### config.mk
export PLATFORM = sky130hd
export DESIGN_NAME = fifo_word_packer_flat
export DESIGN_NICKNAME = d
export VERILOG_FILES = /design/src/rtl/fifo_word_packer_pkg.sv /design/src/rtl/fifo_word_packer_if.sv /design/src/rtl/fifo_word_packer_skid_byte_queue.sv /design/src/rtl/fifo_word_packer.sv /design/src/flat_wrapper.sv
export SDC_FILE = /design/constraint.sdc
export NUM_CORES = 1
export LEC_CHECK = 0
export BUFFER_PORTS_ARGS = -buffer_cell sky130_fd_sc_hd__buf_4
export CAP_MARGIN = 25
export CORE_AREA = 4 4 72 88
export DETAILED_ROUTE_END_ITERATION = 8
export DIE_AREA = 0 0 76 92
export GPL_ROUTABILITY_DRIVEN = 1
export HOLD_SLACK_MARGIN = 0.08
export MAX_ROUTING_LAYER = met4
export PLACE_DENSITY_LB_ADDON = 0.15
export SETUP_SLACK_MARGIN = 0.02
export SKIP_LAST_GASP = 1
export SYNTH_ARGS = -nofsm -noshare
export SYNTH_HDL_FRONTEND = slang
export SYNTH_SLANG_ARGS = --single-unit
### constraint.sdc
create_clock -name clk -period 5 [get_ports clk]
set_clock_uncertainty 0.15 [all_clocks]
set_input_delay 0.25 -clock clk [delete_from_list [all_inputs] [get_ports clk]]
set_output_delay 0.25 -clock clk [all_outputs]
set_load 0.005 [all_outputs]
### src/rtl/fifo_word_packer_pkg.sv
// Shared types and constants for the FIFO byte-to-word packer.
// Latency: n/a (types only). Backpressure: n/a.
// Lane geometry, packer state encoding and the partial-word keep helper.
package fifo_word_packer_pkg;

    localparam int LANE_W = 8;
    localparam int LANES  = 4;
    localparam int WORD_W = LANE_W * LANES;

    typedef logic [LANE_W-1:0] lane_t;
    typedef logic [WORD_W-1:0] word_t;
    typedef logic [LANES-1:0]  keep_t;

    typedef enum logic {
        FILL = 1'b0,
        HOLD = 1'b1
    } pack_state_t;

    // Keep mask covering the first n lanes (n = 0..4).
    function automatic keep_t keep_mask(input logic [2:0] n);
        return keep_t'((1 << n) - 1);
    endfunction

endpackage

### src/rtl/fifo_word_packer_if.sv
// FIFO read port plus packed-word valid/ready channel of the word packer.
// Latency: n/a (wiring only). Backpressure: out_ready stalls the word channel.
// master = packer side, slave = FIFO/downstream environment side.
interface fifo_word_packer_if;
    import fifo_word_packer_pkg::*;

    logic  fifo_rempty;
    logic  fifo_rinc;
    lane_t fifo_rdata;
    logic  out_valid;
    logic  out_ready;
    word_t out_data;
    keep_t out_keep;

    modport master (
        input  fifo_rempty, fifo_rdata, out_ready,
        output fifo_rinc, out_valid, out_data, out_keep
    );

    modport slave (
        output fifo_rempty, fifo_rdata, out_ready,
        input  fifo_rinc, out_valid, out_data, out_keep
    );

endinterface

### src/rtl/fifo_word_packer_skid_byte_queue.sv
// Byte circular buffer with wrap-bit pointers; works for any DEPTH >= 1.
// Latency: push visible at head the cycle after; head is combinational from rptr.
// Backpressure: none internally; caller must not push when full or pop when empty.
module skid_byte_queue
    import fifo_word_packer_pkg::*;
#(
    parameter int DEPTH = 4,
    parameter int CW    = $clog2(DEPTH + 1)
) (
    input  logic          clk,
    input  logic          rst,
    input  logic          push,
    input  lane_t         push_dat,
    input  logic          pop,
    output lane_t         pop_dat,
    output logic [CW-1:0] count,
    output logic          empty
);

    localparam int AW = (DEPTH > 1) ? $clog2(DEPTH) : 1;

    lane_t       mem [DEPTH];
    logic [AW:0] wptr;
    logic [AW:0] rptr;
    logic        full;

    // Index wraps at DEPTH-1 and flips the top bit, so non-power-of-two depths work.
    function automatic logic [AW:0] ptr_next(input logic [AW:0] p);
        if (p[AW-1:0] == AW'(DEPTH - 1)) begin
            return {~p[AW], {AW{1'b0}}};
        end
        return p + (AW+1)'(1);
    endfunction

    always_comb begin
        count = '0;
        if (wptr[AW] == rptr[AW]) begin
            count = CW'(wptr[AW-1:0]) - CW'(rptr[AW-1:0]);
        end else begin
            count = CW'(DEPTH) - CW'(rptr[AW-1:0]) + CW'(wptr[AW-1:0]);
        end
    end

    assign empty   = (wptr == rptr);
    assign full    = (count == CW'(DEPTH));
    assign pop_dat = mem[rptr[AW-1:0]];

    always_ff @(posedge clk or posedge rst) begin
        if (rst) begin
            wptr <= '0;
            rptr <= '0;
        end else begin
            if (push) wptr <= ptr_next(wptr);
            if (pop)  rptr <= ptr_next(rptr);
        end
    end

    always_ff @(posedge clk) begin
        if (push) mem[wptr[AW-1:0]] <= push_dat;
    end

    a_no_overflow:  assert property (@(posedge clk) disable iff (rst) !(push && full));
    a_no_underflow: assert property (@(posedge clk) disable iff (rst) !(pop && empty));

endmodule

### src/rtl/fifo_word_packer.sv
// Pops bytes from the async FIFO read side and packs four into a 32-bit word (first byte in [7:0]); optional PACK_FLUSH_EN flushes partial words.
// Latency: RD_LAT cycles FIFO->skid, then one byte packed per cycle; word valid the cycle after its 4th byte.
// Backpressure: out_ready low holds the word; the skid fills and pop credits stop fifo_rinc, so no byte is lost.
module fifo_word_packer
    import fifo_word_packer_pkg::*;
#(
    parameter int RD_LAT     = 2,
    parameter int SKID_DEPTH = 4,
    parameter int TIMEOUT    = 16
) (
    input  logic               clk,
    input  logic               rst,
    fifo_word_packer_if.master bus
);

    localparam int CW = $clog2(SKID_DEPTH + 1);

    if (RD_LAT < 1) begin : g_bad_lat
        $error("fifo_word_packer: RD_LAT must be at least 1");
    end
    if (SKID_DEPTH < RD_LAT + 1) begin : g_bad_depth
        $error("fifo_word_packer: SKID_DEPTH must be >= RD_LAT+1");
    end
    if (TIMEOUT < 1) begin : g_bad_timeout
        $error("fifo_word_packer: TIMEOUT must be at least 1");
    end

    logic [RD_LAT-1:0] pop_sr;
    logic [CW-1:0]     inflight;
    logic [CW-1:0]     skid_count;
    logic [CW:0]       credit_used;
    logic              arrive;
    logic              skid_empty;
    logic              skid_pop;
    lane_t             skid_head;
    logic              handshake;

    pack_state_t       state;
    logic [1:0]        lane_cnt;
    logic              out_valid_q;
    word_t             out_data_q;
    keep_t             out_keep_q;

    // Every issued pop holds a skid slot until its byte is packed, so the queue cannot overflow.
    assign inflight      = CW'($countones(pop_sr));
    assign credit_used   = {1'b0, skid_count} + {1'b0, inflight};
    assign bus.fifo_rinc = !rst && !bus.fifo_rempty && (credit_used < (CW+1)'(SKID_DEPTH));
    assign arrive        = pop_sr[RD_LAT-1];

    always_ff @(posedge clk or posedge rst) begin
        if (rst) begin
            pop_sr <= '0;
        end else begin
            pop_sr <= (pop_sr << 1) | RD_LAT'(bus.fifo_rinc);
        end
    end

    skid_byte_queue #(
        .DEPTH (SKID_DEPTH),
        .CW    (CW)
    ) u_skid (
        .clk      (clk),
        .rst      (rst),
        .push     (arrive),
        .push_dat (bus.fifo_rdata),
        .pop      (skid_pop),
        .pop_dat  (skid_head),
        .count    (skid_count),
        .empty    (skid_empty)
    );

    assign handshake = (state == HOLD) && out_valid_q && bus.out_ready;
    assign skid_pop  = !skid_empty && ((state == FILL) || handshake);

`ifdef PACK_FLUSH_EN
    localparam int IW = $clog2(TIMEOUT + 1);
    logic [IW-1:0] idle_cnt;
`endif

    always_ff @(posedge clk or posedge rst) begin
        if (rst) begin
            state       <= FILL;
            lane_cnt    <= '0;
            out_valid_q <= 1'b0;
            out_data_q  <= '0;
            out_keep_q  <= '0;
`ifdef PACK_FLUSH_EN
            idle_cnt    <= '0;
`endif
        end else begin
            case (state)
                FILL: begin
                    if (!skid_empty) begin
                        out_data_q[lane_cnt*LANE_W +: LANE_W] <= skid_head;
`ifdef PACK_FLUSH_EN
                        idle_cnt <= '0;
`endif
                        if (lane_cnt == 2'd3) begin
                            state       <= HOLD;
                            out_valid_q <= 1'b1;
                            out_keep_q  <= '1;
                            lane_cnt    <= '0;
                        end else begin
                            lane_cnt <= lane_cnt + 2'd1;
                        end
                    end
`ifdef PACK_FLUSH_EN
                    else if (lane_cnt != 2'd0) begin
                        // Unwritten lanes are already zero, so the partial word goes out as-is.
                        if (idle_cnt == IW'(TIMEOUT - 1)) begin
                            state       <= HOLD;
                            out_valid_q <= 1'b1;
                            out_keep_q  <= keep_mask({1'b0, lane_cnt});
                            lane_cnt    <= '0;
                            idle_cnt    <= '0;
                        end else begin
                            idle_cnt <= idle_cnt + IW'(1);
                        end
                    end
`endif
                end
                HOLD: begin
                    if (handshake) begin
                        state       <= FILL;
                        out_valid_q <= 1'b0;
                        out_keep_q  <= '0;
                        if (!skid_empty) begin
                            out_data_q <= word_t'(skid_head);
                            lane_cnt   <= 2'd1;
                        end else begin
                            out_data_q <= '0;
                            lane_cnt   <= 2'd0;
                        end
                    end
                end
                default: state <= FILL;
            endcase
        end
    end

    assign bus.out_valid = out_valid_q;
    assign bus.out_data  = out_data_q;
    assign bus.out_keep  = out_keep_q;

endmodule
### src/flat_wrapper.sv
// flat-port wrapper written by rule: the top's interface ports become plain ports
module fifo_word_packer_flat import fifo_word_packer_pkg::*;
#(
    parameter int RD_LAT     = 2,
    parameter int SKID_DEPTH = 4,
    parameter int TIMEOUT    = 16
)
  (clk, rst, bus_fifo_rempty, bus_fifo_rdata, bus_out_ready, bus_fifo_rinc, bus_out_valid, bus_out_data, bus_out_keep);
  fifo_word_packer_if bus_i ();
  input  logic clk;
  input  logic rst;
  input wire logic [$bits(bus_i.fifo_rempty)-1:0] bus_fifo_rempty;
  input wire logic [$bits(bus_i.fifo_rdata)-1:0] bus_fifo_rdata;
  input wire logic [$bits(bus_i.out_ready)-1:0] bus_out_ready;
  output wire logic [$bits(bus_i.fifo_rinc)-1:0] bus_fifo_rinc;
  output wire logic [$bits(bus_i.out_valid)-1:0] bus_out_valid;
  output wire logic [$bits(bus_i.out_data)-1:0] bus_out_data;
  output wire logic [$bits(bus_i.out_keep)-1:0] bus_out_keep;
  assign bus_i.fifo_rempty = bus_fifo_rempty;
  assign bus_i.fifo_rdata = bus_fifo_rdata;
  assign bus_i.out_ready = bus_out_ready;
  assign bus_fifo_rinc = bus_i.fifo_rinc;
  assign bus_out_valid = bus_i.out_valid;
  assign bus_out_data = bus_i.out_data;
  assign bus_out_keep = bus_i.out_keep;
  fifo_word_packer #(.RD_LAT(RD_LAT), .SKID_DEPTH(SKID_DEPTH), .TIMEOUT(TIMEOUT)) u_core (.clk(clk), .rst(rst), .bus(bus_i));
endmodule
======== Word level (Yosys, flattened, before mapping) ========
Memory sizes are Yosys's and may differ from the RTL's.
Index checks and enable logic that the tools add are counted.
operators by class
  bitwise logic cells ..................... 4
  divide/modulo/power cells ............... 0
  equal/unequal tests ..................... 8
  $add $sub $neg .......................... 9
  $lt $le $gt $ge ......................... 1
  shifts and indexed selects .............. 2
  reduce and logical (&&, ||, !) cells .... 11
  multiply operators ...................... 0
  mux-type cells .......................... 33
operators with widths
  cell                                                         count
  2-to-1 mux 32 bit                                            2
  one-hot mux 32 bit (2 select lines)                          1
  negation 5 -> 34 bit                                         1
  variable shift 8 x 34 -> 32 bit (first input constant)       1
  variable part select 8 x 34 -> 32 bit                        1
  bitwise mux 32 bit                                           1
  2-to-1 mux 3 bit                                             5
  2-to-1 mux 1 bit                                             13
  2-to-1 mux 4 bit                                             3
  2-to-1 mux 8 bit                                             1
  one-hot mux 4 bit (2 select lines)                           1
  adder 3 x 1 -> 3 bit (second input constant)                 2
  equality test 2 bit (second input constant)                  3
  2-to-1 mux 2 bit                                             3
  logical AND 1 bit                                            5
  adder 3 x 3 -> 4 bit                                         1
  less-than comparator 4 x 3 -> 1 bit (second input constant)  1
  != test 2 bit (second input constant)                        2
  one-hot mux 1 bit (2 select lines)                           2
  one-hot mux 2 bit (2 select lines)                           1
  adder 3 x 2 -> 3 bit                                         1
  equality test 3 bit                                          1
  logical NOT 1 bit                                            3
  NOT 1 bit                                                    3
  10 further kinds                                             10
word-level totals
  output and inout bits ................... 38
  bits in read-only memories .............. 0
  flip-flop bits (word level) ............. 48
  RAM bits ................................ 32
  bits in latches ......................... 0
  memories ................................ 1
  word-level logic and storage cells ...... 77
  input port bits ......................... 12
memory list
  memory             depth  bits a word  rd ports  clocked after Yosys merged registers in  write ports  RTL line                                RTL
  u_core.u_skid.mem  4      8            1         0                                        1            fifo_word_packer_skid_byte_queue.sv:22  lane_t mem [DEPTH];

======== Logic depth before layout (Yosys ltp) ========
  depth in word-level cells ............... 7
  gate-level depth with buffers ........... 8
  depth with buffers taken out ............ 8

======== Cells and area by module ========
A second synthesis with hierarchy kept.
unflattened totals
  cell total of the unflattened synthesis .. 228
  area, all modules ....................... 3364.5 um2
modules (own cells, without submodules)
  module            times used  cells each  area an instance (um2)  sequential area each (um2)
  fifo_word_packer  1           148         1810.5                  950.9
  skid_byte_queue   1           80          1554.0                  1111.1

======== Worst setup path before layout ========
OpenSTA, ideal clock, no wires.
  path kind ............................... reg-to-reg
  start point ............................. register u_core.u_skid.rptr[1]
  end point ............................... register u_core.lane_cnt[0]
  clock period less this slack ............ 2.190 ns
  library setup time ...................... 0.124 ns
  data required time ...................... 4.726 ns
  path buffers ............................ 1
  arrival time ............................ 1.916 ns
  cell stages (with the launch flop) ...... 8
  path slack .............................. 2.810 ns
  path through ............................ dfrtp_1 -> clkbuf_1 -> inv_1 -> ha_1 -> nand2_1 -> nor2_2 -> nor3_1 -> o31a_1
between the ends
  longest elaborated chain between the ends .. 4
  elaborated cells on any way between the ends .. 6
  classes of those cells .................. eq/ne: 2; mux: 3; reduce/logical: 1
RTL lines
  element                             RTL line                                RTL
  start: declaration                  fifo_word_packer_skid_byte_queue.sv:24  logic [AW:0] rptr;
  start signal: assignment            fifo_word_packer_skid_byte_queue.sv:54  if (pop) rptr <= ptr_next(rptr);
  equality test 3 bit *               fifo_word_packer_skid_byte_queue.sv:44  assign empty = (wptr == rptr);
  2-to-1 mux 1 bit                    fifo_word_packer.sv:127                 if (!skid_empty) begin
  2-to-1 mux 2 bit                    fifo_word_packer.sv:123                 if (handshake) begin
  one-hot mux 2 bit (2 select lines)  fifo_word_packer.sv:91                  case (state)
  end signal: assignment              fifo_word_packer.sv:104                 lane_cnt <= lane_cnt + 2'd1;
  end: declaration                    fifo_word_packer.sv:39                  logic [1:0] lane_cnt;
Every way passes the cells marked *; elsewhere a longest branch is shown, timed or not. The select of a mux whose other input is x is not followed.
A chain may end at the register's enable or synchronous reset.

======== Final worst setup path ========
  start point ............................. register u_core.u_skid.rptr[0]
  end point ............................... output port bus_fifo_rinc
between the ends
  longest elaborated chain between the ends .. 6
  elaborated cells on any way between the ends .. 7
  classes of those cells .................. add/sub: 4; order compare: 1; mux: 1; reduce/logical: 1
RTL lines
  element                                RTL line                                RTL
  subtractor 3 x 2 -> 3 bit              fifo_word_packer_skid_byte_queue.sv:40  count = CW'(DEPTH) - CW'(rptr[AW-1:0]) + CW'(wptr[AW-1:0]);
  adder 3 x 2 -> 3 bit                   fifo_word_packer_skid_byte_queue.sv:40
  2-to-1 mux 3 bit *                     fifo_word_packer_skid_byte_queue.sv:37  if (wptr[AW] == rptr[AW]) begin
  adder 3 x 3 -> 4 bit *                 fifo_word_packer.sv:46                  assign credit_used = {1'b0, skid_count} + {1'b0, inflight};
  less-than comparator 4 x 3 -> 1 bit *  fifo_word_packer.sv:47                  assign bus.fifo_rinc = !rst && !bus.fifo_rempty && (credit_used < (CW+1)'(SKID_DEPTH));
  logical AND 1 bit *                    fifo_word_packer.sv:47
  end: declaration                       flat_wrapper.sv:15                      output wire logic [$bits(bus_i.fifo_rinc)-1:0] bus_fifo_rinc;
Every way passes the cells marked *; elsewhere a longest branch is shown, timed or not.

==> results.yml <==
status:
  outcome: "completed"
clocking:
  path_clk_slew_ps: 80
  cts-root-buf: "clkbuf_8"
  clkSinkCount: 76
  clk_latency_ps: 360
  h-tree-depth: 3
  cts_buffers: 9
  cts_setup_buffers: 0
  cts_tree: "done"
  clockBufferDepth: 2
synthesis:
  async_reset_ff_frac: 0.579
  ys_types: 32
  ys.flop_type: "dfrtp_1"
  avgSynthCellArea_sq_um: 15.8
  synth_top_cell_by_area: "dfrtp_1"
  ys_seq_elements: 76
  synth_nets: 229
  synthTopCellsByArea: "dfrtp_1 (34%), edfxtp_1 (30%), a22o_1 (8.5%)"
  netlist_instances: 203
  synth_top_area_share: 0.343
  synth_top_family_by_area: "compound AO/OA/AOI/OAI gates"
  seq_area_frac_synth: 0.642
  synth_compound_area_frac: 0.128
  synthSimpleGateAreaFrac: 0.0698
  synth-adder-area-share: 0.0569
  muxShareOfSynthArea: 0.0667
  synth_xor_area_frac: 0.0136
  syn_area_sq_um: 3210
  synth_edf_count: 32
  yosysWarnings: 0
detailed_routing:
  wire_per_inst_um: 17.8
  dr.pass1.iters: 4
  vias: 1918
  wl_um: 5960
  initialDrtViolationCount: 195
  drcViolationCount: 0
  via_per_inst: 5.73
  antenna_left: 0
floorplanning:
  num_io_pins: 50
  dieWidth_um: 76
  die_y_um: 92
  rows: 30
  core_area_sq_um: 5520
  start_util: 0.582
  dieArea_sq_um: 6990
global_route:
  grt_first_pass_wirelength_um: 10200
  antenna_found_initial: 0
  grt_usage: 0.192
  grt_max_degree: 41
  grt_pass1_vias: 1964
  grt-ovfl-total: 0
layout:
  layout_common_cells: "buf_4 (50), dfrtp_1 (44), edfxtp_1 (32), a22o_1 (31), ha_1 (13)"
  nFillCells: 373
  final_common_cell: "buf_4"
  antennaDiodeCount: 0
  nNetsFinal: 292
  drive_above_1_share: 0.321
  syn_to_final_growth_pct: 23.4
  utilization: 0.717
  layoutNonFillerInstCount: 335
critical_path:
  cp_common_cell: "ha_1"
  crit_type: "reg2out"
  cp_slowest_stage_delay_ps: 600
  slowest_stage: "dfrtp_1"
  path_cells: "ha_1, fa_1, inv_1, ha_1, nor3_1, o21ai_0, nor2_1, buf_4"
  cp_top_family: "adder cells"
  worstPathMaxFanout: 12
  crit_path_end_kind: "output port"
  crit_required_ps: 4600
  r2r_slack_ps: 2680
  crit_buf_inv: 2
  critPathArrivalTime_ps: 2480
  crit_path_start_kind: "flop"
hold_path:
  min_path_type: "in2reg"
place:
  globalplace.congestion: 0.795
  portBuffers: 49
  hpwl_um: 4080
  dp_cells: 309
sta:
  worst_pin_slew_ps: 620
  setup_tns_ps: 0
  fin_crit_ps: 2880
  relSlewSlack: 0.587
  fin_crit_sh: 0.576
  rsz0062_at_grt: "no"
  max_freq_mhz: 347
  setup_violations: 0
  slew_violations: 0
  hold_viol: 0
power:
  p_per_area_nw_per_um2: 667
  p_leak_nw: 1.73
  ir_drop_v: 0.000359
job:
  drv_cap: 0
-- per-layer routing --
metal | wire length, um | share of wire | track usage | up-vias
met5 | 0 | 0 | - | -
met4 | 95 | 0.016 | 0.0712 | 0
met3 | 351 | 0.059 | 0.0648 | 9
met2 | 2950 | 0.50 | 0.288 | 56
met1 | 2560 | 0.43 | 0.244 | 960
li1 | - | - | - | 893
-- worst min-delay path: stages --
cell     delay (ps)
buf_4            90
nand2_1         100
nand3_1         100
o21ai_0          70
-- timing repair --
action                                  CTS  global route
endpoints found under the setup margin    0             0
endpoints found under the hold margin    77             0
gates resized for setup                   0             0
hold buffers                             10             0
-- state kept, by name, indices dropped and copies added, names as in the netlist --
register,count
u_core.lane_cnt,2
u_core.state,1
u_core.u_skid.mem,32
u_core.pop_sr,2
u_core.u_skid.rptr,3
u_core.u_skid.wptr,3
u_core.bus.out_keep,1
u_core.bus.out_data,32
-- final cells by class --
type	instances	area, sq um	area share
Tap cell	64	80.1	0.0202
Timing Repair Buffer	60	475	0.120
Clock inverter	6	113	0.0284
Inverter	7	26.3	0.00664
Multi-Input combinational cell	112	1070	0.271
Clock buffer	10	128	0.0322
Sequential cell	76	2060	0.521
-- cells by family after synthesis --
family                   after synthesis
AND/OR/NAND/NOR                       35
XOR/XNOR                               5
flip-flops                            76
multiplexers                          11
adder cells (fa/ha/maj)               14
AO/OA/AOI/OAI                         47
buffers and inverters                 15
-- path summary, 6_finish.rpt --
check                                                        from                                   to  cells past startpoint
worst max-delay path            u_core.u_skid.rptr[0]$_DFFE_PP0P_                        bus_fifo_rinc                      8
worst min-delay path                                bus_out_ready       u_core.lane_cnt[1]$_DFFE_PP0P_                      4
worst max register to register  u_core.u_skid.rptr[0]$_DFFE_PP0P_       u_core.lane_cnt[0]$_DFFE_PP0P_                      5
worst min register to register         u_core.pop_sr[0]$_DFF_PP0_           u_core.pop_sr[1]$_DFF_PP0_                      0
max in group asynchronous                                     rst  u_core.bus.out_data[15]$_DFFE_PP0P_                      4
min in group asynchronous                                     rst           u_core.pop_sr[1]$_DFF_PP0_                      3
-- Yosys cell counts, types with 2 or more instances --
cell / n
dfrtp_1: 44
edfxtp_1: 32
a22o_1: 31
ha_1: 13
nand2_1: 10
mux4_2: 8
inv_1: 7
nand3_1: 6
nor2_1: 5
o21ai_0: 5
and2_1: 4
buf_4: 4
a21oi_2: 3
mux2_2: 3
nor3_1: 3
nor4_4: 3
xnor2_1: 3
a21oi_1: 2
a21oi_4: 2
buf_1: 2
xor2_1: 2
-- metrics by stage --
stage          total power, mW  worst slack [ps]  hold WS, ps  area [sq um]
4_1_cts                   2.67              2060          138          3960
2_1_floorplan             1.71              2810          199          3210
3_3_place_gp              2.07              2460         23.0          3620
5_1_grt                   2.83              1830          204          3960
6_report                  2.64              2120          152          3960
3_5_place_dp              2.10              2440         24.0          3620
-- report_power, final --
part           total (mW)  switching [mW]  leakage [nW]  internal, mW
sequential           1.05           0.192         0.873         0.856
combinational        1.03           0.509         0.733         0.526
clock               0.557           0.225         0.120         0.332
total                2.64           0.925          1.73          1.71
No activity file was read; power rests on OpenSTA's default activity.
